--- src/rtl/regfile_sb.sv ---
// Multi-port register file with a per-register busy scoreboard for decode-stage hazard tracking.
// Two combinational read ports, one write port, optional write->read forwarding, optional hard-wired zero register.
module regfile_sb #(
  parameter int unsigned WIDTH    = 16,
  parameter int unsigned ADDR_W   = 3,
  parameter int unsigned BYPASS   = 1,
  parameter int unsigned ZERO_REG = 0
) (
  input  logic              clk,
  input  logic              rst,
  input  logic [ADDR_W-1:0] read1RegSel,
  input  logic [ADDR_W-1:0] read2RegSel,
  output logic [WIDTH-1:0]  read1Data,
  output logic [WIDTH-1:0]  read2Data,
  output logic              read1Busy,
  output logic              read2Busy,
  input  logic [ADDR_W-1:0] writeRegSel,
  input  logic [WIDTH-1:0]  writeData,
  input  logic              writeEn,
  input  logic              rsvEn,
  input  logic [ADDR_W-1:0] rsvRegSel,
  input  logic              flush,
  output logic              err
);

  localparam int unsigned DEPTH = 1 << ADDR_W;

  logic [WIDTH-1:0]  mem_q [DEPTH];
  logic [WIDTH-1:0]  mem_d [DEPTH];
  logic [DEPTH-1:0]  busy_q, busy_d;
  logic              err_q, err_d;

  logic              wr_ok, rsv_ok;
  logic [ADDR_W-1:0] rd_sel  [2];
  logic [WIDTH-1:0]  rd_data [2];
  logic              rd_busy [2];

  // Operations aimed at a hard-wired zero register are dropped entirely.
  always_comb begin
    wr_ok  = writeEn && !((ZERO_REG != 0) && (writeRegSel == '0));
    rsv_ok = rsvEn   && !((ZERO_REG != 0) && (rsvRegSel   == '0));
  end

  // Write clears busy, flush clears all, reserve sets last so a new producer wins.
  always_comb begin
    mem_d  = mem_q;
    busy_d = busy_q;
    err_d  = 1'b0;
    if (wr_ok) begin
      mem_d[writeRegSel]  = writeData;
      busy_d[writeRegSel] = 1'b0;
    end
    if (flush) begin
      busy_d = '0;
    end
    if (rsv_ok && !flush) begin
      busy_d[rsvRegSel] = 1'b1;
    end
    if (wr_ok && !flush && !busy_q[writeRegSel]) begin
      err_d = 1'b1;
    end
    if (rsv_ok && busy_q[rsvRegSel] && !(wr_ok && (writeRegSel == rsvRegSel))) begin
      err_d = 1'b1;
    end
  end

  always_ff @(posedge clk or negedge rst) begin
    if (!rst) begin
      for (int unsigned i = 0; i < DEPTH; i++) begin
        mem_q[i] <= '0;
      end
      busy_q <= '0;
      err_q  <= 1'b0;
    end else begin
      mem_q  <= mem_d;
      busy_q <= busy_d;
      err_q  <= err_d;
    end
  end

  always_comb begin
    rd_sel[0] = read1RegSel;
    rd_sel[1] = read2RegSel;
    for (int unsigned p = 0; p < 2; p++) begin
      rd_data[p] = mem_q[rd_sel[p]];
      rd_busy[p] = busy_q[rd_sel[p]];
      if ((BYPASS != 0) && wr_ok && (writeRegSel == rd_sel[p])) begin
        rd_data[p] = writeData;
        rd_busy[p] = 1'b0;
      end
      if ((ZERO_REG != 0) && (rd_sel[p] == '0)) begin
        rd_data[p] = '0;
        rd_busy[p] = 1'b0;
      end
    end
  end

  assign read1Data = rd_data[0];
  assign read2Data = rd_data[1];
  assign read1Busy = rd_busy[0];
  assign read2Busy = rd_busy[1];
  assign err       = err_q;

endmodule

--- config.mk ---
export PLATFORM = sky130hd
export DESIGN_NAME = regfile_sb
export DESIGN_NICKNAME = d
export VERILOG_FILES = /design/src/rtl/regfile_sb.sv
export SDC_FILE = /design/constraint.sdc
export NUM_CORES = 1
export LEC_CHECK = 0
export BUFFER_PORTS_ARGS = -buffer_cell sky130_fd_sc_hd__buf_2
export CORE_MARGIN = 2
export CORE_UTILIZATION = 30
export CTS_BUF_LIST = sky130_fd_sc_hd__clkbuf_8 sky130_fd_sc_hd__clkbuf_16
export CTS_CLUSTER_DIAMETER = 30
export DETAILED_ROUTE_END_ITERATION = 8
export SKIP_LAST_GASP = 1
export SYNTH_ARGS = -nofsm -noshare
export SYNTH_HDL_FRONTEND = slang
export SYNTH_SLANG_ARGS = --single-unit
--- constraint.sdc ---
create_clock -name clk -period 4.6 [get_ports clk]
set_clock_uncertainty 0.15 [all_clocks]
set_input_delay 0.92 -clock clk [delete_from_list [all_inputs] [get_ports clk]]
set_output_delay 0.92 -clock clk [all_outputs]
set_load 0.005 [all_outputs]
==> impl_results.md, run 1 <==
* Maximum clock insertion buffer count at 2
* Top cell by count, worst path: buf_2
* RePlAce Congestion at 0.7903
* Placed wire-length estimate after detailed placement at 12950 um
* Worst slew margin at 0.3962
* DRT iter0 DRCs at 358
* Combined flip-flop and latch cell area at 3428 um2
* Post-Syn Nets at 582
* Number of buffers added to fix hold violations after cts at 0
* Distinct cells, synth at 33
* Worst setup SP type: primary input
* Post-synthesis instance area at 8120 um2
* Worst hold path stage count at 1
* ANT cells at 0
* Area growth from synthesis to layout at 11.59%
* TritonCTS Buffers at 17
* Total negative slack for setup checks at 0 ns
* Slowest stage delay, CP at 0.39 ns
* Number of global-route vias before repair at 5233
* Worst Path Buf+Inv at 3
* Number of clock sinks at 137
* Root buffer cell: clkbuf_16
* Internal power contribution at 0.002791 W
* Actual slew at the worst max-slew pin at 0.9024 ns
* EDFF count, synth at 0
* TritonCTS clock tree: done
* Number of filler cells placed in the layout at 2592
* Share of flip-flops with an asynchronous set or reset at 1.000
* Status: finished clean
* Switching share of total power at 0.2732
* Global-route usage over all layers at 0.1486
* Total number of yosys warnings at 0
* Nature of the critical path endpoint: primary output
* FF-to-FF Start: busy_q[0]
* Power density over the cells at 423.9 nW/um2
* Launch instance of the worst min-delay path: mem_q[65]
* Multi-input logic area at 4158 um2
* Num rows at 60
* Share of the yosys chip area belonging to registers at 0.4222
* Hold-critical path endpoint: mem_q[65]
* Switching pwr at 0.001049 W
* Setup crit start: writeRegSel[1]
* Routed WL at 20110 um
* Worst R2R Path Depth at 4
* CP max FO at 13
* Largest cells by area after synthesis: dfrtp_1, mux4_2, mux2_2
* Library cell occupying the most area in the post-synthesis netlist: dfrtp_1
* Number of routed nets with antenna violations at 0
* Max Slew Vio Count at 0
* Hold violation total from the final report at 0
* Detailed-route DRC error count at 0
* Vias after detailed routing at 4939
* Skew-Pair Late Insertion Delay at 0.42 ns
* Cells after synthesis at 549
* Detail-routed net length per standard cell at 21.17 um
* Layout cells sized above 1 at 0.5271
* Vias/cell at 5.199
* Max-cap violations at 0
* Category of cells accounting for the largest share of critical-path delay: buffers and inverters
* Most frequent cell after synthesis: dfrtp_1
* Part of the cycle the worst path needs at 0.7893
* Post-placement worst setup slack at 0.9545 ns
* Initial antenna violation count at 1
* Worst-case setup margin in the final layout at 0.9691 ns
* Final non-filler cell total at 950
* Data required time at the worst endpoint at 3.53 ns
* Clock transition at the registers of the reported paths at 0.06 ns
* Detailed-routing iteration count for the pre-antenna-repair pass at 4
* Critical R2R Capture: err
* Cell-by-cell listing of the critical path: buf_2, xnor2_1, nand4_2, buf_4, a21oi_1, buf_2
* Most used flip-flop cell after synthesis: dfrtp_1
* Data arrival, critical path at 2.56 ns
* Comb pwr share at 0.244
* Clk network pwr share at 0.331
* Proportion of netlist area held by the largest area contributor at 0.4222
* Global-route wire length before repair at 31730 um
* Syn Area/Cell at 14.79 um2
* Maximum VDD drop at 210.6 uV
* CP Class: in -> out
* Highest achievable clock rate at 275.4 MHz
* Placeable core region at 26800 um2
* Placed Instances at 918
* Overflow after GRT at 0
* Static power due to leakage at 3.835 nW
* Pin count of the biggest net entering global routing at 83
* R2R setup slack at 3.05 ns
* Commonest cells post-synth: dfrtp_1, mux2_2, mux4_2
* Cell with the largest stage delay on the worst path: buf_2
* Setup violation total in the final timing report at 0
* Number of setup buffers added after CTS at 0
* Part of the power in registers at 0.426
* Fin nets at 629
* Overall die height at 168.5 um
* Count of input and output buffers at 67
* Total die area at 28400 um2
* RSZ-0062 raised after global routing: false
* Min-Delay Path Class: reg -> reg
* H-tree depth reported by CTS at 4
* Die Wd at 168.5 um
* Post-CTS Resized at 0
* FF+latch count, synth at 137
* Final critical-path required period at 3.631 ns
* Initial standard-cell utilization of the core at 0.3030
* IO Count at 68
-- flip-flops by register name, summed over array words and instances, names as in the netlist --
register and count:
busy_q 8, mem_q 128, err 1
-- layout by cell type (no fill, tap or decap), drive strengths merged, types with 9 or more instances in the layout --
cell type	n
nor2	34
mux2	130
inv	11
buf	84
xnor2	9
mux2i	36
a21oi	32
mux4	70
clkbuf	19
dfrtp	137
-- metrics by stage --
stage	util	hold WS [ns]	power, W	instance area, um2
after floorplan	-	0.3410	0.002317	8120
after global placement	0.3178	0.3504	0.002575	8517
after detailed placement	0.3178	0.3605	0.002604	8517
after CTS	0.3381	0.3727	0.003885	9061
after global routing	0.3381	0.3801	0.004050	9061
final	0.3381	0.3741	0.003841	9061
-- worst register-to-register path, stage by stage, from the launching register on --
cell	delay (ns)
dfrtp_1	0.44
mux4_2	0.48
mux2i_1	0.18
nand3_1	0.10
o21ai_1	0.12
-- how the worst max path moves through the flow --
stage,endpoint,slack [ns],cells past startpoint
after global routing,read1Data[15],0.87,6
final,read1Data[2],0.97,6
after floorplan,read1Data[10],1.52,5
after detailed placement,read1Data[15],0.95,6
after global placement,read1Data[15],0.97,6
after CTS,read1Data[15],0.95,6
-- power groups by stage --
stage / combinational, W / sequential [W] / clock [W]
final: 0.000937 / 0.00163 / 0.00127
after CTS: 0.000954 / 0.00163 / 0.00130
after floorplan: 0.000726 / 0.00159 / 0
after global placement: 0.000935 / 0.00164 / 0
after global routing: 0.00102 / 0.00167 / 0.00135
after detailed placement: 0.000951 / 0.00165 / 0
-- cells by family after synthesis --
kind of cell,share of synthesized area
AO/OA/AOI/OAI,0.03035
XOR/XNOR,0.009708
buffers and inverters,0.06579
flip-flops,0.4222
multiplexers,0.4230
AND/OR/NAND/NOR,0.04900
-- layout make-up --
class	instances	share of cell area
Clock inverter	13	0.01008
Multi-Input combinational cell	350	0.4589
Inverter	6	0.002486
Sequential cell	137	0.3783
Timing Repair Buffer	84	0.05316
Clock buffer	19	0.04999
Tap cell	341	0.04709
-- routing by layer --
layer / share of wire / global-route usage
met1: 0.45 / 0.1981
met2: 0.49 / 0.2430
met3: 0.045 / 0.03414
met4: 0.010 / 0.04385
met5: 0.00070 / 0
No activity file was read; power rests on OpenSTA's default activity.
==> run 2, diff against run 1 <==
==> constraint.sdc (replaced) <==
create_clock -name clk -period 3.35 [get_ports clk]
set_clock_uncertainty 0.15 [all_clocks]
set_input_delay 0.67 -clock clk [delete_from_list [all_inputs] [get_ports clk]]
set_output_delay 0.67 -clock clk [all_outputs]
set_load 0.005 [all_outputs]
==> impl_results.md, run 2 (same netlist as run 1, synthesis figures left out) <==
* RePlAce Congestion at 0.7526 (was 0.7903)
* Metal1 wirelength at 8765 um (was 9080 um)
* Top cell by count, worst path: buf_2 (unchanged)
* Vias/cell at 5.199 (about the same)
* Worst setup SP type: primary input (unchanged)
* Comb pwr share at 0.229 (was 0.244)
* Detailed-routing iteration count for the pre-antenna-repair pass at 6 (was 4)
* Overflow after GRT at 0 (unchanged)
* Total length of routed met2 wires at 10130 um (was 9893 um)
* Highest achievable clock rate at 347.6 MHz
* Worst-case setup margin in the final layout at 0.4733 ns (was 0.9691 ns)
* Area growth from synthesis to layout at 14.53% (was 11.59%)
* Root buffer cell: clkbuf_16 (unchanged)
* Clock transition at the registers of the reported paths at 0.05 ns (was 0.06 ns)
* Post-placement worst setup slack at 0.4456 ns (was 0.9545 ns)
* TritonCTS clock tree: done (unchanged)
* Count of input and output buffers at 67 (unchanged)
* Global-route wire length before repair at 31420 um (was 31730 um)
* CP max FO at 25 (was 13)
* Part of the power in registers at 0.397 (was 0.426)
* Worst slew margin at 0.5161 (was 0.3962)
* Top Metal Used: met5 (unchanged)
* Power density over the cells at 609.9 nW/um2 (was 423.9 nW/um2)
* Fin nets at 641 (was 629)
* Maximum VDD drop at 418.2 uV (was 210.6 uV)
* Data arrival, critical path at 2.06 ns (was 2.56 ns)
* Overall die height at 168.5 um (unchanged)
* DRT iter0 DRCs at 220 (was 358)
* Placed wire-length estimate after detailed placement at 13050 um (was 12950 um)
* Num rows at 60 (unchanged)
* RSZ-0062 raised after global routing: false (unchanged)
* Commonest cells after routing, fill and taps aside: dfrtp_1, mux2_2, mux4_2, buf_2, mux2i_1 (unchanged)
* Static power due to leakage at 3.953 nW (was 3.835 nW)
* Initial antenna violation count at 1 (unchanged)
* Number of setup buffers added after CTS at 0 (unchanged)
* Commonest non-fill, non-tap cell in the layout: dfrtp_1 (unchanged)
* Final non-filler cell total at 961 (was 950)
* Met3 wire length at 852 um (was 910 um)
* Setup violation total in the final timing report at 0 (unchanged)
* FF-to-FF Start: busy_q[3] (was busy_q[0])
* Number of routed nets with antenna violations at 0 (unchanged)
* Clk network pwr share at 0.374 (was 0.331)
* Internal power contribution at 0.004247 W (was 0.002791 W)
* Number of buffers added to fix hold violations after cts at 0 (unchanged)
* ANT cells at 0 (unchanged)
* Largest register by flop count: mem_q (unchanged)
* Data required time at the worst endpoint at 2.53 ns (was 3.53 ns)
* Nature of the critical path endpoint: primary output (unchanged)
* Max-cap violations at 0 (unchanged)
* Status: finished clean (unchanged)
* Vias after detailed routing at 4996 (was 4939)
* Routed WL at 20090 um (was 20110 um)
* Number of clock sinks at 137 (unchanged)
* Detail-routed net length per standard cell at 20.90 um (was 21.17 um)
* Critical R2R Capture: err (unchanged)
* Actual slew at the worst max-slew pin at 0.7259 ns (was 0.9024 ns)
* Maximum clock insertion buffer count at 2 (unchanged)
* Global-route usage over all layers at 0.1463 (was 0.1486)
* Cell-by-cell listing of the critical path: buf_2, buf_12, mux4_2, mux2i_1, a21oi_1, buf_2 (was buf_2, xnor2_1, nand4_2, buf_4, a21oi_1, buf_2)
* Part of the cycle the worst path needs at 0.8587
* Hold violation total from the final report at 0 (unchanged)
* Max Slew Vio Count at 0 (unchanged)
* Max FFs per register at 128 (unchanged)
* Initial standard-cell utilization of the core at 0.3030 (unchanged)
* Pin count of the biggest net entering global routing at 78 (was 83)
* TritonCTS Buffers at 17 (unchanged)
* Placeable core region at 26800 um2 (unchanged)
* Category of cells accounting for the largest share of critical-path delay: multiplexers (was buffers and inverters)
* Layout cells sized above 1 at 0.5403 (was 0.5271)
* H-tree depth reported by CTS at 4 (unchanged)
* Min-Delay Path Class: in -> async (was reg -> reg)
* Post-CTS Resized at 0 (unchanged)
* Total die area at 28400 um2 (unchanged)
* CP Class: in -> out (unchanged)
* Worst R2R Path Depth at 4 (unchanged)
* Switching share of total power at 0.2513 (was 0.2732)
* Detailed-route DRC error count at 0 (unchanged)
* Total negative slack for setup checks at 0 ns (unchanged)
* R2R setup slack at 1.81 ns (was 3.05 ns)
* Worst slack on hold paths at 0.1398 ns (was 0.3741 ns)
* Slowest stage delay, CP at 0.52 ns (was 0.39 ns)
* Number of global-route vias before repair at 5194 (was 5233)
* IO Count at 68 (unchanged)
* Final critical-path required period at 2.877 ns
* Placed Instances at 930 (was 918)
* Die Wd at 168.5 um (unchanged)
* Worst Path Buf+Inv at 3 (unchanged)
* Skew-Pair Late Insertion Delay at 0.42 ns (about the same)
* Switching pwr at 0.001425 W (was 0.001049 W)
* Cell with the largest stage delay on the worst path: mux4_2 (was buf_2)
-- run 2: stage by stage --
step	power (W)	utilization	instance area, um2
floorplan	0.003182	-	8120
global placement	0.003556	0.3221	8632
detailed placement	0.003589	0.3221	8632
CTS	0.005727	0.3470	9300
global route	0.005941	0.3470	9300
finish	0.005672	0.3470	9300
-- run 2: power groups by stage --
stage | Clock (W) | Combinational [W] | Sequential [W]
floorplan | 0 | 0.000997 | 0.00219
global placement | 0 | 0.00130 | 0.00226
detailed placement | 0 | 0.00132 | 0.00227
CTS | 0.00216 | 0.00132 | 0.00225
global route | 0.00223 | 0.00141 | 0.00230
finish | 0.00212 | 0.00130 | 0.00225
-- run 2: worst max path at each step --
stage / start / to / slack, ns / cells after the start
after floorplan: read1RegSel[0] / read1Data[10] / 0.77 / 5
after global routing: read2RegSel[0] / read2Data[6] / 0.36 / 6
final: read2RegSel[0] / read2Data[6] / 0.47 / 6
after global placement: read2RegSel[0] / read2Data[6] / 0.43 / 6
after CTS: read2RegSel[0] / read2Data[6] / 0.44 / 6
after detailed placement: read2RegSel[0] / read2Data[6] / 0.45 / 6
-- run 2: area by class of cell --
class                           instances  area, um2
Inverter                                6      22.52
Clock buffer                           20      466.7
Fill cell                            2556      17500
Multi-Input combinational cell        350       4158
Tap cell                              341      426.7
Sequential cell                       137       3428
Clock inverter                         11      201.4
Timing Repair Buffer                   96      596.8
-- run 2: metal layers --
layer | vias up | GRT usage
met5 | - | 0
met4 | 2 | 0.04985
met3 | 27 | 0.02759
met2 | 121 | 0.2473
met1 | 2624 | 0.1893
li1 | 2222 | -
